$ cat config.mk
export PLATFORM = sky130hd
export DESIGN_NAME = count_sample_fifo
export DESIGN_NICKNAME = d
export VERILOG_FILES = /design/src/rtl/count_stage_pkg.sv /design/src/rtl/sample_fifo_mem.sv /design/src/rtl/count_sample_fifo.sv
export SDC_FILE = /design/constraint.sdc
export NUM_CORES = 1
export LEC_CHECK = 0
export ABC_CLOCK_PERIOD_IN_PS = 3100
export CORE_MARGIN = 5
export CORE_UTILIZATION = 55
export DETAILED_ROUTE_END_ITERATION = 7
export PLACE_DENSITY_LB_ADDON = 0.15
export SYNTH_ARGS = -nofsm -noshare
export SYNTH_HDL_FRONTEND = slang
export SYNTH_HIERARCHICAL = 1
export SYNTH_SLANG_ARGS = --single-unit
$ cat constraint.sdc
create_clock -name clk -period 3.1 [get_ports clk]
set_input_delay 0.93 -clock clk [delete_from_list [all_inputs] [get_ports clk]]
set_output_delay 0.93 -clock clk [all_outputs]
set_load 0.01 [all_outputs]
$ cat src/rtl/count_stage_pkg.sv
// Shared definitions for the count sampling stage: default sample width,
// FIFO entry layout and the counter terminal value.
package count_stage_pkg;

    localparam int CS_DATA_W = 8;
    localparam int CS_DEPTH  = 4;

    localparam logic [CS_DATA_W-1:0] COUNT_MAX = '1;

    // One buffered sample: wrap tag above the count value
    typedef struct packed {
        logic                 wrap;
        logic [CS_DATA_W-1:0] data;
    } entry_t;

endpackage

$ cat src/rtl/sample_fifo_mem.sv
// Storage array for the sample FIFO: one synchronous write port and one
// asynchronous read port. The array itself carries no reset; validity is
// tracked by the pointers and level in the parent.
module sample_fifo_mem #(
    parameter int WIDTH  = 9,
    parameter int DEPTH  = 4,
    parameter int ADDR_W = 2
) (
    input  logic              clk,
    input  logic              wr_en,
    input  logic [ADDR_W-1:0] wr_addr,
    input  logic [WIDTH-1:0]  wr_data,
    input  logic [ADDR_W-1:0] rd_addr,
    output logic [WIDTH-1:0]  rd_data
);

    logic [WIDTH-1:0] mem [DEPTH];

    // Write the addressed entry on an accepted push
    always_ff @(posedge clk) begin
        if (wr_en) begin
            mem[wr_addr] <= wr_data;
        end
    end

    // Head entry is read combinationally for first-word-fall-through
    always_comb begin
        rd_data = mem[rd_addr];
    end

endmodule

$ cat src/rtl/count_sample_fifo.sv
// count_sample_fifo: samples a free-running event counter, tags MAX->0
// wrap-around and buffers samples in a small FWFT FIFO with a valid/ready
// output. The counter cannot be stalled, so samples arriving while the FIFO
// is full are dropped and the sticky overflow flag is raised.
// Optional feature macro: SAMPLE_DROP_CNT_EN adds a saturating 8-bit drop_cnt.
module count_sample_fifo
    import count_stage_pkg::*;
#(
    parameter int DATA_W = CS_DATA_W,
    parameter int DEPTH  = CS_DEPTH
) (
    input  logic                       clk,
    input  logic                       reset,
    input  logic                       in_valid,
    input  logic [DATA_W-1:0]          in_data,
    input  logic                       clr_ovf,
    output logic                       out_valid,
    output logic [DATA_W-1:0]          out_data,
    output logic                       out_wrap,
    input  logic                       out_ready,
    output logic [$clog2(DEPTH):0]     level,
`ifdef SAMPLE_DROP_CNT_EN
    output logic [7:0]                 drop_cnt,
`endif
    output logic                       overflow
);

    localparam int ADDR_W = $clog2(DEPTH);
    localparam int LVL_W  = ADDR_W + 1;
    localparam logic [LVL_W-1:0] FULL_LVL = LVL_W'(DEPTH);

    typedef struct packed {
        logic              wrap;
        logic [DATA_W-1:0] data;
    } fifo_entry_t;

    logic [ADDR_W-1:0] wr_ptr;
    logic [ADDR_W-1:0] rd_ptr;
    logic [DATA_W-1:0] prev;
    logic              prev_vld;
    logic              pop;
    logic              push;
    logic              drop;
    logic              wrap;
    fifo_entry_t       wr_entry;
    fifo_entry_t       head;

    // Handshake decode: a full FIFO still accepts when the head leaves this cycle
    always_comb begin
        out_valid = (level != '0);
        pop       = out_valid & out_ready;
        push      = in_valid & ((level != FULL_LVL) | pop);
        drop      = in_valid & (level == FULL_LVL) & ~pop;
        wrap      = prev_vld & (prev == '1) & (in_data == '0);
        wr_entry  = '{wrap: wrap, data: in_data};
    end

    sample_fifo_mem #(
        .WIDTH  (DATA_W + 1),
        .DEPTH  (DEPTH),
        .ADDR_W (ADDR_W)
    ) u_mem (
        .clk     (clk),
        .wr_en   (push),
        .wr_addr (wr_ptr),
        .wr_data (wr_entry),
        .rd_addr (rd_ptr),
        .rd_data (head)
    );

    // Head fields are masked to zero while the FIFO is empty
    always_comb begin
        out_data = out_valid ? head.data : '0;
        out_wrap = out_valid & head.wrap;
    end

    // Pointers and occupancy
    always_ff @(posedge clk or posedge reset) begin
        if (reset) begin
            wr_ptr <= '0;
            rd_ptr <= '0;
            level  <= '0;
        end else begin
            if (push) wr_ptr <= wr_ptr + 1'b1;
            if (pop)  rd_ptr <= rd_ptr + 1'b1;
            case ({push, pop})
                2'b10:   level <= level + 1'b1;
                2'b01:   level <= level - 1'b1;
                default: level <= level;
            endcase
        end
    end

    // Previous-sample tracking follows every valid sample, dropped or not
    always_ff @(posedge clk or posedge reset) begin
        if (reset) begin
            prev     <= '0;
            prev_vld <= 1'b0;
        end else if (in_valid) begin
            prev     <= in_data;
            prev_vld <= 1'b1;
        end
    end

    // Sticky overflow flag; a drop outranks a coincident clear
    always_ff @(posedge clk or posedge reset) begin
        if (reset) begin
            overflow <= 1'b0;
        end else if (drop) begin
            overflow <= 1'b1;
        end else if (clr_ovf) begin
            overflow <= 1'b0;
        end
    end

`ifdef SAMPLE_DROP_CNT_EN
    // Saturating drop counter; a clear coincident with a drop restarts at one
    always_ff @(posedge clk or posedge reset) begin
        if (reset) begin
            drop_cnt <= '0;
        end else if (drop && clr_ovf) begin
            drop_cnt <= 8'd1;
        end else if (drop) begin
            if (drop_cnt != 8'hFF) drop_cnt <= drop_cnt + 1'b1;
        end else if (clr_ovf) begin
            drop_cnt <= '0;
        end
    end
`endif

endmodule

==> results of run 1 <==
synthesized netlist by cell type:
cell type / number / area share, %
buf_2: 1 / 0.22
nand2_1: 3 / 0.49
a221oi_1: 1 / 0.38
or2_2: 2 / 0.55
inv_1: 6 / 0.98
o31ai_1: 1 / 0.33
nor2b_1: 1 / 0.27
and2_1: 9 / 2.5
nor4bb_1: 1 / 0.44
and3b_1: 2 / 0.77
a22o_2: 1 / 0.44
or3_1: 3 / 0.82
o221ai_1: 1 / 0.38
nor3b_1: 1 / 0.33
buf_6: 4 / 2.0
a31o_2: 1 / 0.38
mux4_2: 9 / 8.9
fa_1: 1 / 0.87
o32ai_1: 1 / 0.38
dfrtp_1: 17 / 19
nand3_1: 3 / 0.66
o21ai_0: 1 / 0.22
edfxtp_1: 36 / 47
nand4_1: 1 / 0.27
and2b_2: 1 / 0.38
nor4_1: 1 / 0.27
buf_4: 1 / 0.33
nor2_1: 4 / 0.66
and3_1: 1 / 0.27
nor4b_1: 1 / 0.38
o21a_1: 1 / 0.33
nand3b_1: 3 / 0.98
xor2_1: 3 / 1.1
or4b_1: 1 / 0.44
clkbuf_2: 1 / 0.22
clkbuf_8: 1 / 0.60
xnor2_1: 2 / 0.77
a222oi_1: 1 / 0.44
or3b_2: 1 / 0.38
nor3_1: 1 / 0.22
mux2_2: 8 / 3.9
state kept, by name, indices dropped and copies added (netlist names):
| name | count |
|---|---|
| level | 3 |
| overflow | 1 |
| prev | 8 |
| prev_vld | 1 |
| rd_ptr | 2 |
| u_mem/mem | 36 |
| wr_ptr | 2 |
placed cells by master, fill, tap and decap left out, types with 2 or more instances in the layout:
cell type,netlist,layout
and2_1,9,9
and3b_1,2,2
buf_4,1,9
clkbuf_8,1,6
clkdlybuf4s50_1,0,26
dfrtp_1,17,17
edfxtp_1,36,36
inv_1,6,6
mux2_2,8,8
mux4_2,9,9
nand2_1,3,3
nand3_1,3,3
nand3b_1,3,3
nor2_1,4,4
or2_2,2,2
or3_1,3,2
xnor2_1,2,2
xor2_1,3,3
cell type report:
type	instances	area, sq um
Sequential cell	53	1510
Fill cell	285	1300
Multi-Input combinational cell	72	689
Timing Repair Buffer	35	328
Clock buffer	6	82.6
Tap cell	50	62.6
Clock inverter	2	37.5
Inverter	6	22.5
report_power, final:
part           switching, mW  internal [mW]
logic                  0.398          0.544
clock network          0.212          0.262
registers              0.109          0.916
total                  0.719           1.72
worst max path at each step:
stage | from | end | cells after the start | slack, ns
floorplan | in_valid | level[1]$_DFFE_PP0P_ | 6 | 0.38
global placement | out_ready | level[1]$_DFFE_PP0P_ | 6 | 0.07
detailed placement | out_ready | level[1]$_DFFE_PP0P_ | 6 | -0.04
CTS | level[0]$_DFFE_PP0P_ | out_data[4] | 3 | 0.05
global route | rd_ptr[0]$_DFFE_PP0N_ | out_data[4] | 4 | 0.03
finish | rd_ptr[0]$_DFFE_PP0N_ | out_data[4] | 4 | 0.14
routing by layer:
layer	global-route usage, %	share of wire [%]	vias to the layer above
li1	-	-	594
met1	20.4	43	661
met2	27.7	52	30
met3	4.19	4.6	5
met4	4.74	0.57	0
met5	0	0	-
kinds of logic (layout without fill, tap and decap cells):
logic type	count (synthesis)	count (layout)	share of synthesized area (%)
compound gates	9	9	3.28
xor+xnor	5	5	1.91
fa+ha+maj	1	1	0.874
buf+inv	14	49	4.32
flops	53	53	65.8
mux	17	17	12.8
simple gates	40	40	11.0
metrics by stage:
step / util (%) / TNS [ns] / std cells / power [mW]
floorplan: - / 0 / 139 / 1.60
global placement: 64.6 / 0 / 216 / 1.95
detailed placement: 64.6 / -0.0381 / 216 / 1.99
CTS: 67.6 / 0 / 224 / 2.46
global route: 67.7 / 0 / 224 / 2.58
finish: 67.7 / 0 / 224 / 2.44
repair_timing:
| item | CTS | global route |
|---|---|---|
| hold buffers | 0 | 0 |
| endpoints found under the setup margin | 0 | 9 |
| resized for setup | 0 | 1 |
==> out/results.tsv, run 1 <==
stage	metric	value	unit
synth	synth_area_per_cell	16.5	sq um
detailed_routing	drtIter0Drc	61	
critical_path	crit_path_end_kind	output pin	
clock_network	htreeDepth	2	
detailed_routing	first_pass_iters	4	
critical_path	critPathLaunchType	register	
critical_path	reg2regPathDepth	6	
synth	synthesis.nets	153	
critical_path	critical_path_required	2.17	ns
global_routing	grt_use_total	16.2	%
timing	finalSetupViolations	0	
critical_path	cp_data_arrival_time	2.03	ns
place	place_area	0.00260	sq mm
timing	finalHoldViolCount	0	
finish	stdcell_area	0.00273	sq mm
global_routing	grt_pass1_wl	6560	um
timing	fin_worst_skew	0.00334	ns
timing	final.setup.worst_slack	0.142	ns
die	ios	27	
die	fp.coreArea	0.00403	sq mm
critical_path	worst-path-buf-inv	2	
critical_path	r2r-end	level[1]$_DFFE_PP0P_	
critical_path	rr_startpoint	level[0]$_DFFE_PP0P_	
critical_path	ff2ff_setup_slack	0.58	ns
global_routing	grt_max_degree	24	
clock_network	cts_tree	built	
detailed_routing	antenna_left	0	
synth	syn_area	0.00229	sq mm
hold_path	min_from	prev_vld$_DFFE_PP0P_	
die	die_x	74.5	um
timing	final.min_clock_period	2.96	ns
clock_network	clk_path_buf_depth	2	
synth	seq_area_frac_synth	65.8	%
global_routing	antenna_found_initial	0	
timing	fin_crit_sh	95.4	%
place	dp_hpwl	2650	um
timing	max_freq	338	MHz
place	pre_cts_ws	-0.0381	ns
synth	yosysWarningCount	6	
timing	tightestPinTransition	0.669	ns
hold_path	min_path_cells	1	
synth	yosys_register_bits	53	
timing	rsz0062_at_grt	no	
critical_path	cp_top_family	buffers and inverters	
clock_network	clkSinkCount	53	
clock_network	cts.clk_slew.worst_paths	0.09	ns
clock_network	cts_buffers	5	
die	row_count	23	
die	start_util	56.8	%
detailed_routing	via_per_inst	5.76	
pwr	ir_drop	479	uV
die	die_area	0.00555	sq mm
synth	postSynthCellCount	139	
place	port_buffers	26	
run	cap_viol_max_count	0	
pwr	power_density	895	mW/mm^2
global_routing	grt-ovfl-total	0	
finish	area_delta_synth_final	19.2	%
critical_path	slowest_delay	0.54	ns
detailed_routing	routedWlPerCell	18.0	um
timing	timing.hold.ws	0.476	ns
finish	drive_gt1_share	23.6	%
pwr	power_leakage	0.991	nW
place	place.gp.congestion	0.777	
global_routing	grt_pass1_vias	1345	
hold_path	min_path_type	register to register	
run_status	status	finished clean	
die	dieHeight	74.5	um
finish	diodes	0	
critical_path	crit_type	register to output pin	
critical_path	crit_path_cell_trace	buf_4 -> mux4_2 -> and2_1 -> clkdlybuf4s50_1	
clock_network	cts_root_buffer	clkbuf_8	
detailed_routing	drc	0	
timing	drv_slew	0	
critical_path	cpMaxStageDelayCell	mux4_2	
finish	nets	187	
detailed_routing	vias	1290	
timing	relSlewSlack	55.3	%
clock_network	insertion_delay	0.29	ns
hold_path	whs_endpoint	prev_vld$_DFFE_PP0P_	
detailed_routing	drt_wl_total	4030	um
synth	synth_cell_types	41	
critical_path	crit_fanout	11	
clock_network	cts_setup_buffers	0	
Power figures use the tool's default switching activity.
==> inputs of run 2 (changes only) <==
--- a/config.mk
+++ b/config.mk
@@ -7,7 +7,8 @@
 export LEC_CHECK = 0
 export ABC_CLOCK_PERIOD_IN_PS = 3100
 export CORE_MARGIN = 5
-export CORE_UTILIZATION = 55
+export CORE_UTILIZATION = 57
+export CTS_BUF_LIST = sky130_fd_sc_hd__clkbuf_2
 export DETAILED_ROUTE_END_ITERATION = 7
 export PLACE_DENSITY_LB_ADDON = 0.15
 export SYNTH_ARGS = -nofsm -noshare
==> run 2 against run 1 <==
Effect of this change:
- sequential share of layout area grew 0.50 points
- first-iteration DRC count grew 59%
- via count shrank 0.62%
- critical path type unchanged
- wire length shrank 0.77%
- largest power group unchanged
- combinational power grew 1%
- register-to-register slack gained 0.02 ns
==> out/results.tsv, run 2 (synthesis gave the netlist of run 1 again) <==
stage	metric	value	unit	change
run_status	status	finished clean		
pwr	ir_drop	545	uV	+14%
critical_path	r2r-end	level[1]$_DFFE_PP0P_		
hold_path	min_path_type	register to register		
critical_path	cp_data_arrival_time	2.03	ns	about the same
die	fp.coreArea	0.00394	sq mm	-2.1%
timing	timing.hold.ws	0.523	ns	+0.0475 ns
clock_network	clkSinkCount	53		unchanged
detailed_routing	first_pass_iters	4		unchanged
critical_path	crit_start	rd_ptr[0]$_DFFE_PP0N_		
finish	nets	192		+2.7%
detailed_routing	drt_wl_total	4000	um	-0.77%
clock_network	cts.clk_slew.worst_paths	0.23	ns	+0.14 ns
timing	fin_crit_sh	95.6	%	+0.16 points
critical_path	crit_type	register to output pin		
clock_network	cts_buffers	5		unchanged
timing	max_freq	337	MHz	-0.17%
timing	relSlewSlack	54.5	%	-0.89 points
hold_path	min_path_cells	1		unchanged
global_routing	grt_pass1_wl	6710	um	+2.2%
timing	drv_slew	0		unchanged
finish	mostFrequentLayoutCells	36 x edfxtp_1, 18 x clkdlybuf4s50_1, 14 x dfrtp_1		
detailed_routing	met3_length	206	um	+11%
global_routing	grt_use_total	17.1	%	+0.85 points
critical_path	rr_startpoint	level[1]$_DFFE_PP0P_		
detailed_routing	routedWlPerCell	17.5	um	-2.9%
clock_network	cts_root_buffer	clkbuf_2		
finish	area_delta_synth_final	18.4	%	
finish	largest_reg_flops	36		unchanged
place	pre_cts_ws	-0.0415	ns	-0.00347 ns
clock_network	htreeDepth	2		unchanged
pwr	power_density	850	mW/mm^2	-5.0%
detailed_routing	wl_met2	2090	um	about the same
global_routing	grt-ovfl-total	0		unchanged
critical_path	reg2regPathDepth	6		unchanged
global_routing	grt_max_degree	24		unchanged
place	place.gp.congestion	0.796		+2.4%
die	ios	27		unchanged
finish	layout_commonest_cell	edfxtp_1		
clock_network	cts_tree	built		
hold_path	min_from	prev_vld$_DFFE_PP0P_		
detailed_routing	via_per_inst	5.60		-2.8%
clock_network	insertion_delay	0.40	ns	+0.11 ns
clock_network	clk_path_buf_depth	2		unchanged
detailed_routing	routed.top_layer	met4		
die	row_count	23		unchanged
finish	regMostFlops	u_mem/mem		
critical_path	critical_path_required	2.17	ns	about the same
timing	final.setup.worst_slack	0.137	ns	-0.00509 ns
global_routing	grt_pass1_vias	1425		+5.9%
timing	rsz0062_at_grt	no		
critical_path	ff2ff_setup_slack	0.60	ns	+0.02 ns
detailed_routing	drtIter0Drc	97		+59%
timing	final.min_clock_period	2.96	ns	+0.00509 ns
critical_path	critPathLaunchType	register		
die	dieHeight	73.4	um	-1.5%
run	cap_viol_max_count	0		unchanged
global_routing	antenna_found_initial	0		unchanged
clock_network	cts_hold_buffers	0		unchanged
detailed_routing	route.layer.met1.wl	1630	um	-6.4%
detailed_routing	vias	1282		-0.62%
timing	tightestPinTransition	0.682	ns	+0.0133 ns
die	die_area	0.00538	sq mm	-3.0%
timing	finalHoldViolCount	0		unchanged
die	start_util	58.1	%	+1.2 points
finish	diodes	0		unchanged
finish	finalCoreUtilization	68.8	%	+1.0 points
hold_path	whs_endpoint	prev_vld$_DFFE_PP0P_		
critical_path	crit_path_end_kind	output pin		
place	dp_hpwl	2790	um	+5.1%
die	die_x	73.4	um	-1.5%
timing	finalSetupViolations	0		unchanged
critical_path	crit_fanout	4		-7
timing	fin_worst_skew	0.0110	ns	+0.00763 ns
pwr	power_leakage	1.01	nW	+2.3%
detailed_routing	antenna_left	0		unchanged
finish	top_regs	u_mem/mem (36), prev (8), level (3)		
place	port_buffers	26		unchanged
finish	drive_gt1_share	26.8	%	+3.3 points
detailed_routing	drc	0		unchanged
==> run 2: where the power goes <==
group	switching, mW	leakage (nW)	internal, mW	total (mW)
Clock	0.187	0.0406	0.138	0.324
Combinational	0.409	0.443	0.545	0.954
Sequential	0.108	0.530	0.919	1.03
==> run 2: routing by layer <==
layer / track usage, % / up-vias
met4: 6.24 / 0
li1: - / 603
met1: 21.5 / 628
met3: 3.69 / 13
met2: 29.0 / 38
met5: 0 / -
==> run 2: metrics by stage <==
stage	instances	power [mW]	TNS, ns	area, sq um
final	229	2.30	0	2710
after global routing	229	2.45	0	2710
after CTS	228	2.32	0	2700
after detailed placement	216	2.00	-0.0415	2600
after global placement	216	1.95	0	2600
after floorplan	139	1.60	0	2290
==> run 2: cell type report <==
cell class              count  area, sq um
flip-flops and latches     53         1510
fillers                   265         1230
multi-input cells          72          689
repair buffers             40          363
well taps                  50         62.6
clock inverters             2         33.8
clock buffers               6         30.0
inverters                   6         22.5
==> run 2: worst max path at each step <==
stage / to / slack, ns / cells after the start
after detailed placement: level[1]$_DFFE_PP0P_ / -0.04 / 6
after global routing: out_data[1] / 0.003 / 4
final: out_data[1] / 0.14 / 4
after CTS: out_data[1] / 0.01 / 4
after floorplan: level[1]$_DFFE_PP0P_ / 0.38 / 6
after global placement: level[1]$_DFFE_PP0P_ / 0.08 / 6
==> run 2: critical path: stages (launching register included) <==
cell             delay (ns)
dfrtp_2                0.44
buf_6                  0.12
mux4_2                 0.47
and2_1                 0.14
clkdlybuf4s50_1        0.47
==> run 2: timing repair <==
item                                    4_1_cts  5_1_grt
endpoints found under the setup margin        9        4
setup buffers                                 4        1
cloned                                        0        0
gates resized for setup                      11        3
==> inputs of run 3 (changes only) <==
--- a/config.mk
+++ b/config.mk
@@ -5,7 +5,7 @@
 export SDC_FILE = /design/constraint.sdc
 export NUM_CORES = 1
 export LEC_CHECK = 0
-export ABC_CLOCK_PERIOD_IN_PS = 3100
+export ABC_CLOCK_PERIOD_IN_PS = 3300
 export CORE_MARGIN = 5
 export CORE_UTILIZATION = 57
 export CTS_BUF_LIST = sky130_fd_sc_hd__clkbuf_2
==> constraint.sdc (replaced) <==
create_clock -name clk -period 3.3 [get_ports clk]
set_input_delay 0.99 -clock clk [delete_from_list [all_inputs] [get_ports clk]]
set_output_delay 0.99 -clock clk [all_outputs]
set_load 0.01 [all_outputs]
==> run 3 against run 2 <==
Effect of this change:
- sequential share of layout area increased by 1.2 points
- wire length decreased by 5.2%
- first-iteration DRC count decreased by 21%
==> out/results.tsv, run 3 (synthesis gave the netlist of run 1 again) <==
stage	metric	value	unit	change
critical_path	critical_path_required	2.31	ns	+0.14 ns
die	die_x	73.4	um	unchanged
finish	largest_reg_flops	36		unchanged
pwr	fin_total_pwr	2.15	mW	-6.9%
global_routing	grt-ovfl-total	0		unchanged
pwr	ir_drop	391	uV	-28%
die	die_area	0.00538	sq mm	unchanged
detailed_routing	via_per_inst	5.73		+2.3%
timing	tightestPinTransition	0.650	ns	-0.0327 ns
place	dp.cells	212		-1.9%
die	row_count	23		unchanged
die	dieHeight	73.4	um	unchanged
global_routing	antenna_found_initial	0		unchanged
clock_network	cts_setup_buffers	0		-4
detailed_routing	drtIter0Drc	77		-21%
finish	nets	183		-4.7%
timing	finalSetupViolations	0		unchanged
timing	final.setup.worst_slack	0.156	ns	+0.0187 ns
finish	diodes	0		unchanged
die	start_util	58.1	%	unchanged
detailed_routing	vias	1260		-1.7%
clock_network	clkSinkCount	53		unchanged
critical_path	crit_path_cell_trace	or3_4 -> and2_1 -> clkdlybuf4s50_1		
place	place.gp.congestion	0.809		+1.7%
critical_path	cpMaxStageDelayCell	dfrtp_1		
run_status	status	finished clean		
detailed_routing	first_pass_iters	4		unchanged
die	fp.coreArea	0.00394	sq mm	unchanged
clock_network	cts_hold_buffers	0		unchanged
finish	mostFrequentLayoutCells	36 x edfxtp_1, 26 x clkdlybuf4s50_1, 17 x dfrtp_1		
timing	finalHoldViolCount	0		unchanged
global_routing	grt_max_degree	24		unchanged
place	pre_cts_ws	0.111	ns	+0.153 ns
global_routing	grt_pass1_wl	6200	um	-7.6%
finish	stdcell_count	220		-3.9%
clock_network	htreeDepth	2		unchanged
place	place_area	0.00257	sq mm	-1.2%
place	dp_hpwl	2650	um	-5.2%
critical_path	slowest_delay	0.55	ns	+0.08 ns
timing	max_freq	318	MHz	
global_routing	grt_pass1_vias	1281		-10%
critical_path	cp_data_arrival_time	2.15	ns	+0.12 ns
detailed_routing	drt_wl_total	3790	um	-5.2%
finish	drive_gt1_share	21.8	%	-5.1 points
hold_path	min_path_type	register to register		
clock_network	cts_buffers	5		unchanged
timing	fin_crit_sh	95.3	%	
clock_network	cts.clk_slew.worst_paths	0.25	ns	+0.02 ns
place	port_buffers	26		unchanged
global_routing	grt_use_total	16.0	%	-1.0 points
detailed_routing	antenna_left	0		unchanged
critical_path	crit_fanout	12		+8
timing	drv_slew	0		unchanged
detailed_routing	drc	0		unchanged
die	ios	27		unchanged
clock_network	insertion_delay	0.43	ns	+0.03 ns
run	cap_viol_max_count	0		unchanged
finish	area_delta_synth_final	15.6	%	
clock_network	cts_resized	1		-10
finish	top_regs	u_mem/mem (36), prev (8), level (3)		
pwr	power_leakage	0.956	nW	-5.7%
timing	tns	0	ns	unchanged
finish	regMostFlops	u_mem/mem		
clock_network	clk_path_buf_depth	2		unchanged
critical_path	crit_path_end_kind	output pin		
critical_path	cp_top_family	simple AND/OR/NAND/NOR gates		
pwr	power_density	810	mW/mm^2	-4.7%
timing	relSlewSlack	56.6	%	+2.2 points
critical_path	critPathLaunchType	register		
finish	layout_commonest_cell	edfxtp_1		
critical_path	worst-path-buf-inv	1		-1
timing	final.min_clock_period	3.14	ns	
timing	fin_worst_skew	0.0199	ns	+0.00892 ns
clock_network	cts_tree	built		
detailed_routing	routedWlPerCell	17.2	um	-1.4%
timing	rsz0062_at_grt	no		
critical_path	crit_type	register to output pin		
finish	stdcell_area	0.00265	sq mm	-2.4%
clock_network	cts_root_buffer	clkbuf_2		
## run 3: cell types whose count changed in the layout (fill, tap and decap cells not counted), sizes merged
cell,change
inv,+1
clkdlybuf4s50,+8
clkinv,-1
dlygate4sd2,-8
buf,-9
## run 3: power by group
group	switching, mW	leakage (nW)	internal [mW]
clock network	0.190	0.0436	0.134
logic	0.355	0.379	0.497
registers	0.110	0.533	0.860
total	0.654	0.956	1.49
## run 3: worst reg2reg max path: stages (launching register included)
cell and delay [ns]:
dfrtp_1 0.55, or3_4 0.51, nand2_1 0.13, or2_2 0.12
fa_1 0.43, or3_1 0.39, a222oi_1 0.36
## run 3: final cells by class
| class | count | area, sq um |
|---|---|---|
| clock buffer | 6 | 30.0 |
| clock inverter | 2 | 38.8 |
| fill | 280 | 1290 |
| inverter | 6 | 22.5 |
| multi-input combinational | 72 | 689 |
| sequential | 53 | 1510 |
| tap | 50 | 62.6 |
| timing repair buffer | 31 | 298 |
## run 3: stage by stage
step	hold WS, ns	utilization (%)
2_1_floorplan	0.439	-
3_3_place_gp	0.455	65.3
3_5_place_dp	0.465	65.3
4_1_cts	0.517	67.2
5_1_grt	0.535	67.2
6_report	0.519	67.2
## run 3: path summary, 6_finish.rpt
check / from / to / slack [ns] / cells after the start
max in group asynchronous: reset / rd_ptr[1]$_DFFE_PP0N_ / 1.97 / 2
min in group asynchronous: reset / prev[1]$_DFFE_PP0P_ / 0.90 / 2
worst max register to register: level[2]$_DFFE_PP0P_ / level[1]$_DFFE_PP0P_ / 0.72 / 6
worst min register to register: prev_vld$_DFFE_PP0P_ / prev_vld$_DFFE_PP0P_ / 0.52 / 1
worst min-delay path: prev_vld$_DFFE_PP0P_ / prev_vld$_DFFE_PP0P_ / 0.52 / 1
worst max-delay path: level[2]$_DFFE_PP0P_ / out_data[6] / 0.16 / 3
## run 3: layer usage
layer / track usage (%) / up-vias / part of all wire (%)
met5: 0 / - / 0
met4: 6.64 / 0 / 1.1
met3: 3.42 / 6 / 6.4
met2: 26.9 / 39 / 53
met1: 20.2 / 633 / 40
li1: - / 582 / -
